<file path="config.mk">
export PLATFORM = sky130hd
export DESIGN_NAME = pc_fetch_unit
export DESIGN_NICKNAME = d
export VERILOG_FILES = /design/src/rtl/pc_fetch_unit.sv
export SDC_FILE = /design/constraint.sdc
export NUM_CORES = 1
export LEC_CHECK = 0
export BUFFER_PORTS_ARGS = -buffer_cell sky130_fd_sc_hd__buf_2
export CAP_MARGIN = 20
export CORE_UTILIZATION = 50
export DETAILED_ROUTE_END_ITERATION = 6
export PLACE_DENSITY = 0.8
export REMOVE_ABC_BUFFERS = 1
export SKIP_LAST_GASP = 1
export SLEW_MARGIN = 20
export SYNTH_ARGS = -nofsm -noshare
export SYNTH_HDL_FRONTEND = slang
export SYNTH_SLANG_ARGS = --single-unit
</file>
<file path="constraint.sdc">
create_clock -name clk -period 7 [get_ports clk]
set_clock_uncertainty 0.1 [all_clocks]
set_input_delay 0.35 -clock clk [delete_from_list [all_inputs] [get_ports clk]]
set_output_delay 0.35 -clock clk [all_outputs]
set_load 0.01 [all_outputs]
</file>
<file path="src/rtl/pc_fetch_unit.sv">
// rtl/pc_fetch_unit.sv - program counter and next-PC selection for the single-cycle datapath
module pc_fetch_unit #(
    parameter logic [31:0] RESET_PC    = 32'h0000_0000,
    parameter logic [5:0]  HALT_OPCODE = 6'b111111,
    parameter int          CNT_WIDTH   = 32
) (
    input  logic                 clk,
    input  logic                 reset,
    input  logic                 stall,
    input  logic                 branch_taken,
    input  logic                 jump,
    input  logic [31:0]          instruction,
    output logic [31:0]          pc,
    output logic [31:0]          pc_plus4,
    output logic                 valid,
    output logic                 halted,
    output logic [CNT_WIDTH-1:0] fetch_count
);

    typedef enum logic [1:0] {
        BOOT = 2'd0,
        RUN  = 2'd1,
        HALT = 2'd2
    } state_t;

    state_t               state_q;
    state_t               state_next;
    logic [31:0]          pc_q;
    logic [31:0]          pc_next;
    logic [CNT_WIDTH-1:0] count_q;
    logic [CNT_WIDTH-1:0] count_next;
    logic                 count_inc;
    logic [31:0]          jump_target;
    logic [31:0]          branch_target;
    logic                 is_halt_op;

    assign pc_plus4      = pc_q + 32'd4;
    assign jump_target   = {pc_plus4[31:28], instruction[25:0], 2'b00};
    assign branch_target = pc_plus4 + {{14{instruction[15]}}, instruction[15:0], 2'b00};
    assign is_halt_op    = (instruction[31:26] == HALT_OPCODE);

    always_ff @(posedge clk or posedge reset) begin
        if (reset) begin
            state_q <= BOOT;
            pc_q    <= RESET_PC;
            count_q <= '0;
        end else begin
            state_q <= state_next;
            pc_q    <= pc_next;
            count_q <= count_next;
        end
    end

    // Rules in RUN are evaluated in priority order: halt, stall, jump, branch, sequential.
    always_comb begin
        state_next = state_q;
        pc_next    = pc_q;
        count_inc  = 1'b0;
        case (state_q)
            BOOT: state_next = RUN;
            RUN: begin
                if (is_halt_op && !stall) begin
                    state_next = HALT;
                    count_inc  = 1'b1;
                end else if (stall) begin
                    count_inc = 1'b0;
                end else if (jump) begin
                    pc_next   = jump_target;
                    count_inc = 1'b1;
                end else if (branch_taken) begin
                    pc_next   = branch_target;
                    count_inc = 1'b1;
                end else begin
                    pc_next   = pc_plus4;
                    count_inc = 1'b1;
                end
            end
            HALT:    state_next = HALT;
            default: state_next = BOOT;
        endcase
    end

    // Retired-fetch counter saturates rather than wrapping.
    always_comb begin
        count_next = count_q;
        if (count_inc && (count_q != {CNT_WIDTH{1'b1}})) begin
            count_next = count_q + CNT_WIDTH'(1);
        end
    end

    assign pc          = pc_q;
    assign valid       = (state_q == RUN);
    assign halted      = (state_q == HALT);
    assign fetch_count = count_q;

endmodule
</file>
Word-level counts from Yosys, hierarchy flattened
Cells that the tools add are included.
Word-level totals
  output and inout bits: 98
  bits of input ports: 37
  logic and storage cells: 25
  register bits: 66
Cells by class
  bitwise gates (word level): 2
  reduce and logical (&&, ||, !) cells: 5
  mux-type cells: 7
  $add $sub $neg: 3
  equal/unequal tests: 5
Operators by type and width (count)
  32-bit 2-to-1 mux: 2
  32-bit by 1-bit adder with 32-bit output (second input constant): 1
  32-bit by 3-bit adder with 32-bit output (second input constant): 1
  32-bit adder: 1
  32-bit != test (second input constant): 1
  6-bit equality test (second input constant): 1
  2-bit one-hot mux with 3 select lines: 1
  1-bit 2-to-1 mux: 3
  3-bit AND reduction: 1
  2-bit by 1-bit equality test with 1-bit output (second input constant): 1
  2-bit equality test (second input constant): 1
  1-bit logical AND: 2
  2-bit zero test: 1
  2-bit 2-to-1 mux: 1
  2-bit by 1-bit != test with 1-bit output (second input constant): 1
  1-bit inverter: 2
  1-bit zero test: 1

Longest topological paths before layout
  word-level depth: 5
  depth in mapped cells: 17
  depth with buffers taken out: 16

Worst setup path before layout
No wires, ideal clock.
  path kind: reg-to-reg
  start: register pc_q[3] (netlist: pc[3])
  end: register pc_q[30] (netlist: pc[30])
  buffers on the path: 1
  clock period less this slack: 3905 ps
  setup time: 129 ps
  arrival: 3676 ps
  cell stages (with the launch flop): 17
  slack: 3095 ps
  required time: 6771 ps
  cell sequence: dfrtp_1 > ha_1 > nand4_1 > or3_1 > inv_1 > and3_1 > xor2_1 > ha_1 > clkbuf_1 > nand2_1 > o21ai_0 > or3b_2 > a21oi_1 > o211ai_1 > and2_1 > a221oi_1 > nand2_1
Between the ends
  cells in the longest elaborated chain, start to end: 4
Ends and longest elaborated chain
  start: declaration: RTL line 28  | logic [31:0] pc_q;
  start signal: assignment: RTL line 49  | pc_q <= pc_next;
  32-bit by 3-bit adder with 32-bit output: RTL line 37  | assign pc_plus4 = pc_q + 32'd4;
  named net pc_plus4[20]: RTL line 14  | output logic [31:0] pc_plus4,
  32-bit adder: RTL line 39  | assign branch_target = pc_plus4 + {{14{instruction[15]}}, instruction[15:0], 2'b00};
  32-bit 2-to-1 mux: RTL line 70  | end else if (branch_taken) begin
  32-bit 2-to-1 mux: RTL line 67  | end else if (jump) begin
The timed path passes the listed nets, and every way through them passes these cells.
A chain may end at the register's enable or synchronous reset.

Worst setup path in the final report
  start: register pc_q[2] (netlist: pc[2])
  end: register pc_q[26] (netlist: pc[26])
Between the ends
  cells in the longest elaborated chain, start to end: 4
Ends and longest elaborated chain (RTL line)
  32-bit by 3-bit adder with 32-bit output (*): 37
  32-bit adder: 39
  32-bit 2-to-1 mux (*): 70
  32-bit 2-to-1 mux (*): 67
Mark *: on every way between the ends. The rest lies on a longest branch, timed or not.

==> metrics.md <==
| Metric | Value |
|---|---|
| Status | complete, no violations |
| Setup TNS | 0 ns |
| Diode count | 0 |
| Tcrit/Tclk final | 60.0% |
| GRT overflow | 0 |
| Vias in the first global route | 5255 |
| Worst-Margin Slew | 1.14 ns |
| Crit path time final | 4.20 ns |
| Via count | 5338 |
| Area Overhead vs Synth | 18.8% |
| Clock Sink Count | 64 |
| Gp weighted congestion | 0.943 |
| Post-Synth Adder-Cell Area | 9.78% |
| Input/output buffers | 130 |
| Crit Reg-Reg Endpoint | pc[26] |
| Max Cap Viol | 0 |
| Largest vdd supply drop | 0.000217 V |
| H-Tree Depth | 3 |
| FF-to-FF path depth | 16 |
| Core box area | 10300 um2 |
| Synth unique cells | 68 |
| Critical Path Source | pc[2] |
| Startpoint types | flop |
| First-pass GRT wire length | 25600 um |
| Die area | 11100 um2 |
| Die W | 105 um |
| Avg Inst Size Synth | 8.38 um2 |
| Crit path max-delay family | simple AND/OR/NAND/NOR gates |
| Pin count of the biggest net entering global routing | 65 |
| Clock Latency Late Sink | 0.37 ns |
| Area leader, netlist | dfrtp_1 |
| Post-synthesis compound-gate area fraction | 19.5% |
| Starting DRT DRC Count | 255 |
| TritonCTS clock tree | built |
| CTS Buffer Depth | 2 |
| Synth area leaders | dfrtp_1 (30%), ha_1 (9.4%), xnor2_1 (8.2%) |
| TritonRoute pass-1 iters | 5 |
| CP Max Fanout | 9 |
| CTS clk-pin slew, worst paths | 0.09 ns |
| Dpl ws | 2.87 ns |
| Async SR Flop Fraction | 100% |
| Synth Area in XOR/XNOR | 13.2% |
| CP peak stage delay | 0.48 ns |
| Synth Flop Type | dfrtp_1 |
| Synth Register Bits | 64 |
| Final ANT Viol Nets | 0 |
| CP Depth | 16 |
| WP data arrival | 4.37 ns |
| RSZ-0062 raised after global routing | false |
| Pleak | 3.08 nW |
| Initial antenna violation count | 0 |
| Ys Warns | 0 |
| Critical Path, Cell by Cell | ha_1, nand4_1, or3_1, inv_1, and3_1, xor2_1, ha_1, nand2_1, o21ai_0, or3b_2, a21oi_1, o211ai_1, and2_1, xor2_1, nor2_1, o21ai_0 |
| Main combinational cell family by area after synthesis | simple AND/OR/NAND/NOR gates |
| Seq/Total Area, Yosys | 30.1% |
| Crit path buffers/inverters | 1 |
| Setup slack, reg-to-reg | 2.80 ns |
| Pwr/cell area | 405 nW/um2 |
| Worst Path Class, Setup | flop to flop |
| Cell at the slowest stage of the critical path | or3b_2 |
| Setup crit end | pc[26] |
| Avg Vias per Cell | 5.93 |
| Nets | 837 |
| Final Hold Violating Endpoints | 0 |
| Post-Synthesis Cells | 635 |
| Final WS setup | 2.80 ns |
| Fmax | 238 MHz |
| Share of cells above drive strength 1 | 22.1% |
| Hold Buf Count CTS | 0 |
| Synth Cell Area | 5320 um2 |
| Multiplexer share of the synthesized area | 0.964% |
| Dpl hpwl | 11500 um |
| Simple-gate share of the synthesized area | 23.2% |
| Worst r2r src | pc[2] |
| Relative slew slack | 23.8% |
| IO Count | 135 |
| EDFF count, synth | 0 |
| Clk root buf | clkbuf_8 |
| Endpoints failing setup | 0 |
| Gr usage total | 29.3% |
| FILL cells | 958 |
| DR DRC count | 0 |
| Die extent in y | 105 um |
| Row cnt | 37 |
| Hold Path Class | input pin to asynchronous set/reset pin |
| Yosys top cell area share | 30.1% |
| Initial core utilization | 51.6% |
| CTS Buf Count | 9 |
| Routed WL | 15400 um |
| Max Slew Vio Count | 0 |
| Crit end category | flop |
| WL/cell | 17.1 um |
| Total setup buffers inserted after CTS | 0 |
| Worst EP required | 7.17 ns |
| CTS-repair resized insts | 0 |
==> worst register-to-register path, stage by stage, from the launching register on <==
cell	delay, ns
dfrtp_1	0.43
ha_1	0.25
nand4_1	0.21
or3_1	0.47
inv_1	0.13
and3_1	0.18
xor2_1	0.26
ha_1	0.38
nand2_1	0.10
o21ai_0	0.13
or3b_2	0.48
a21oi_1	0.23
o211ai_1	0.13
and2_1	0.21
xor2_1	0.13
nor2_1	0.05
o21ai_0	0.22
==> registers in the layout (all words and copies together), names as in the netlist <==
name	flops
fetch_count	32
pc	30
state_q	2
==> layer usage <==
metal	vias up	routed length, um	part of all wire (%)	track usage [%]
met5	-	0	0	0
met4	0	560	3.6	14.7
met3	48	1020	6.6	5.43
met2	224	7330	48	48.2
met1	2519	6510	42	36.8
li1	2547	-	-	-
==> synth_stat cells (3+ instances only) <==
library cell / number
and3_1: 12
and2_1: 5
buf_1: 4
nor2_1: 61
buf_4: 5
nor4_1: 3
and4_1: 6
xor2_1: 27
o221ai_1: 3
o21ai_0: 39
clkbuf_1: 12
nand2b_1: 5
o21bai_1: 4
nand4_1: 21
nand3_1: 30
a21o_1: 13
a22oi_1: 3
a31oi_1: 5
nand2_1: 68
o211ai_1: 6
dfrtp_1: 64
inv_1: 17
mux2i_1: 4
o31ai_1: 5
nor3_1: 12
o21a_1: 5
o22ai_1: 6
a211oi_1: 12
ha_1: 40
a21oi_1: 45
xnor2_1: 50
==> logic make-up (layout without fill, tap and decap cells) <==
kind of cell    after synthesis  in the layout
compound gates              163            163
flops                        64             64
simple gates                244            244
fa+ha+maj                    41             41
buf+inv                      39            165
mux                           5              5
xor+xnor                     78             78
other cells                   1              4
==> area by class of cell <==
cell class                 instances  area, um2  area share [%]
clock inverter                     7        125            1.98
tap                              136        170            2.69
sequential                        64       1600            25.3
clock buffer                       9        124            1.96
timing repair buffer             132        666            10.5
multi-input combinational        535       3570            56.5
inverter                          17       63.8            1.01
==> worst min-delay path by stage <==
stage	to	slack, ns	depth (start not counted)
finish	fetch_count[15]	0.13	3
global route	pc[5]	0.16	3
CTS	fetch_count[13]	0.15	3
detailed placement	fetch_count[10]	0.39	1
global placement	fetch_count[10]	0.37	1
floorplan	pc[5]	0.40	2
==> power breakdown <==
group	internal (mW)	leakage, nW	switching (mW)
Combinational	0.629	2.13	0.887
Sequential	0.470	0.824	0.162
Clock	0.241	0.125	0.172
==> layout by cell type, fill, tap and decap left out, types with 3 or more instances in the layout <==
master,count
o21bai_1,4
dfrtp_1,64
and2_1,5
o21a_1,5
conb_1,4
inv_6,3
a21o_1,13
xnor2_1,50
a211oi_1,12
nand2_1,68
bufinv_16,3
nand2b_1,5
a22oi_1,3
and3_1,12
buf_2,130
o21ai_0,39
o221ai_1,3
o22ai_1,6
a31oi_1,4
o31ai_1,5
o211ai_1,6
nand4_1,21
xor2_1,27
and4_1,6
a21oi_1,45
nor3_1,12
nand3_1,30
nor2_1,61
ha_1,40
nor4_1,3
clkbuf_8,9
inv_1,16
mux2i_1,4
==> stage by stage <==
stage / hold WS [ns] / std cells / instance area, um2 / utilization [%] / power (mW)
after global placement: 0.372 / 884 / 6070 / 58.8 / 2.08
final: 0.127 / 900 / 6320 / 61.2 / 2.56
after CTS: 0.149 / 900 / 6320 / 61.2 / 2.55
after global routing: 0.160 / 900 / 6320 / 61.2 / 2.76
after floorplan: 0.395 / 616 / 5230 / - / 1.66
after detailed placement: 0.391 / 884 / 6070 / 58.8 / 2.13
No activity file was read; power rests on OpenSTA's default activity.
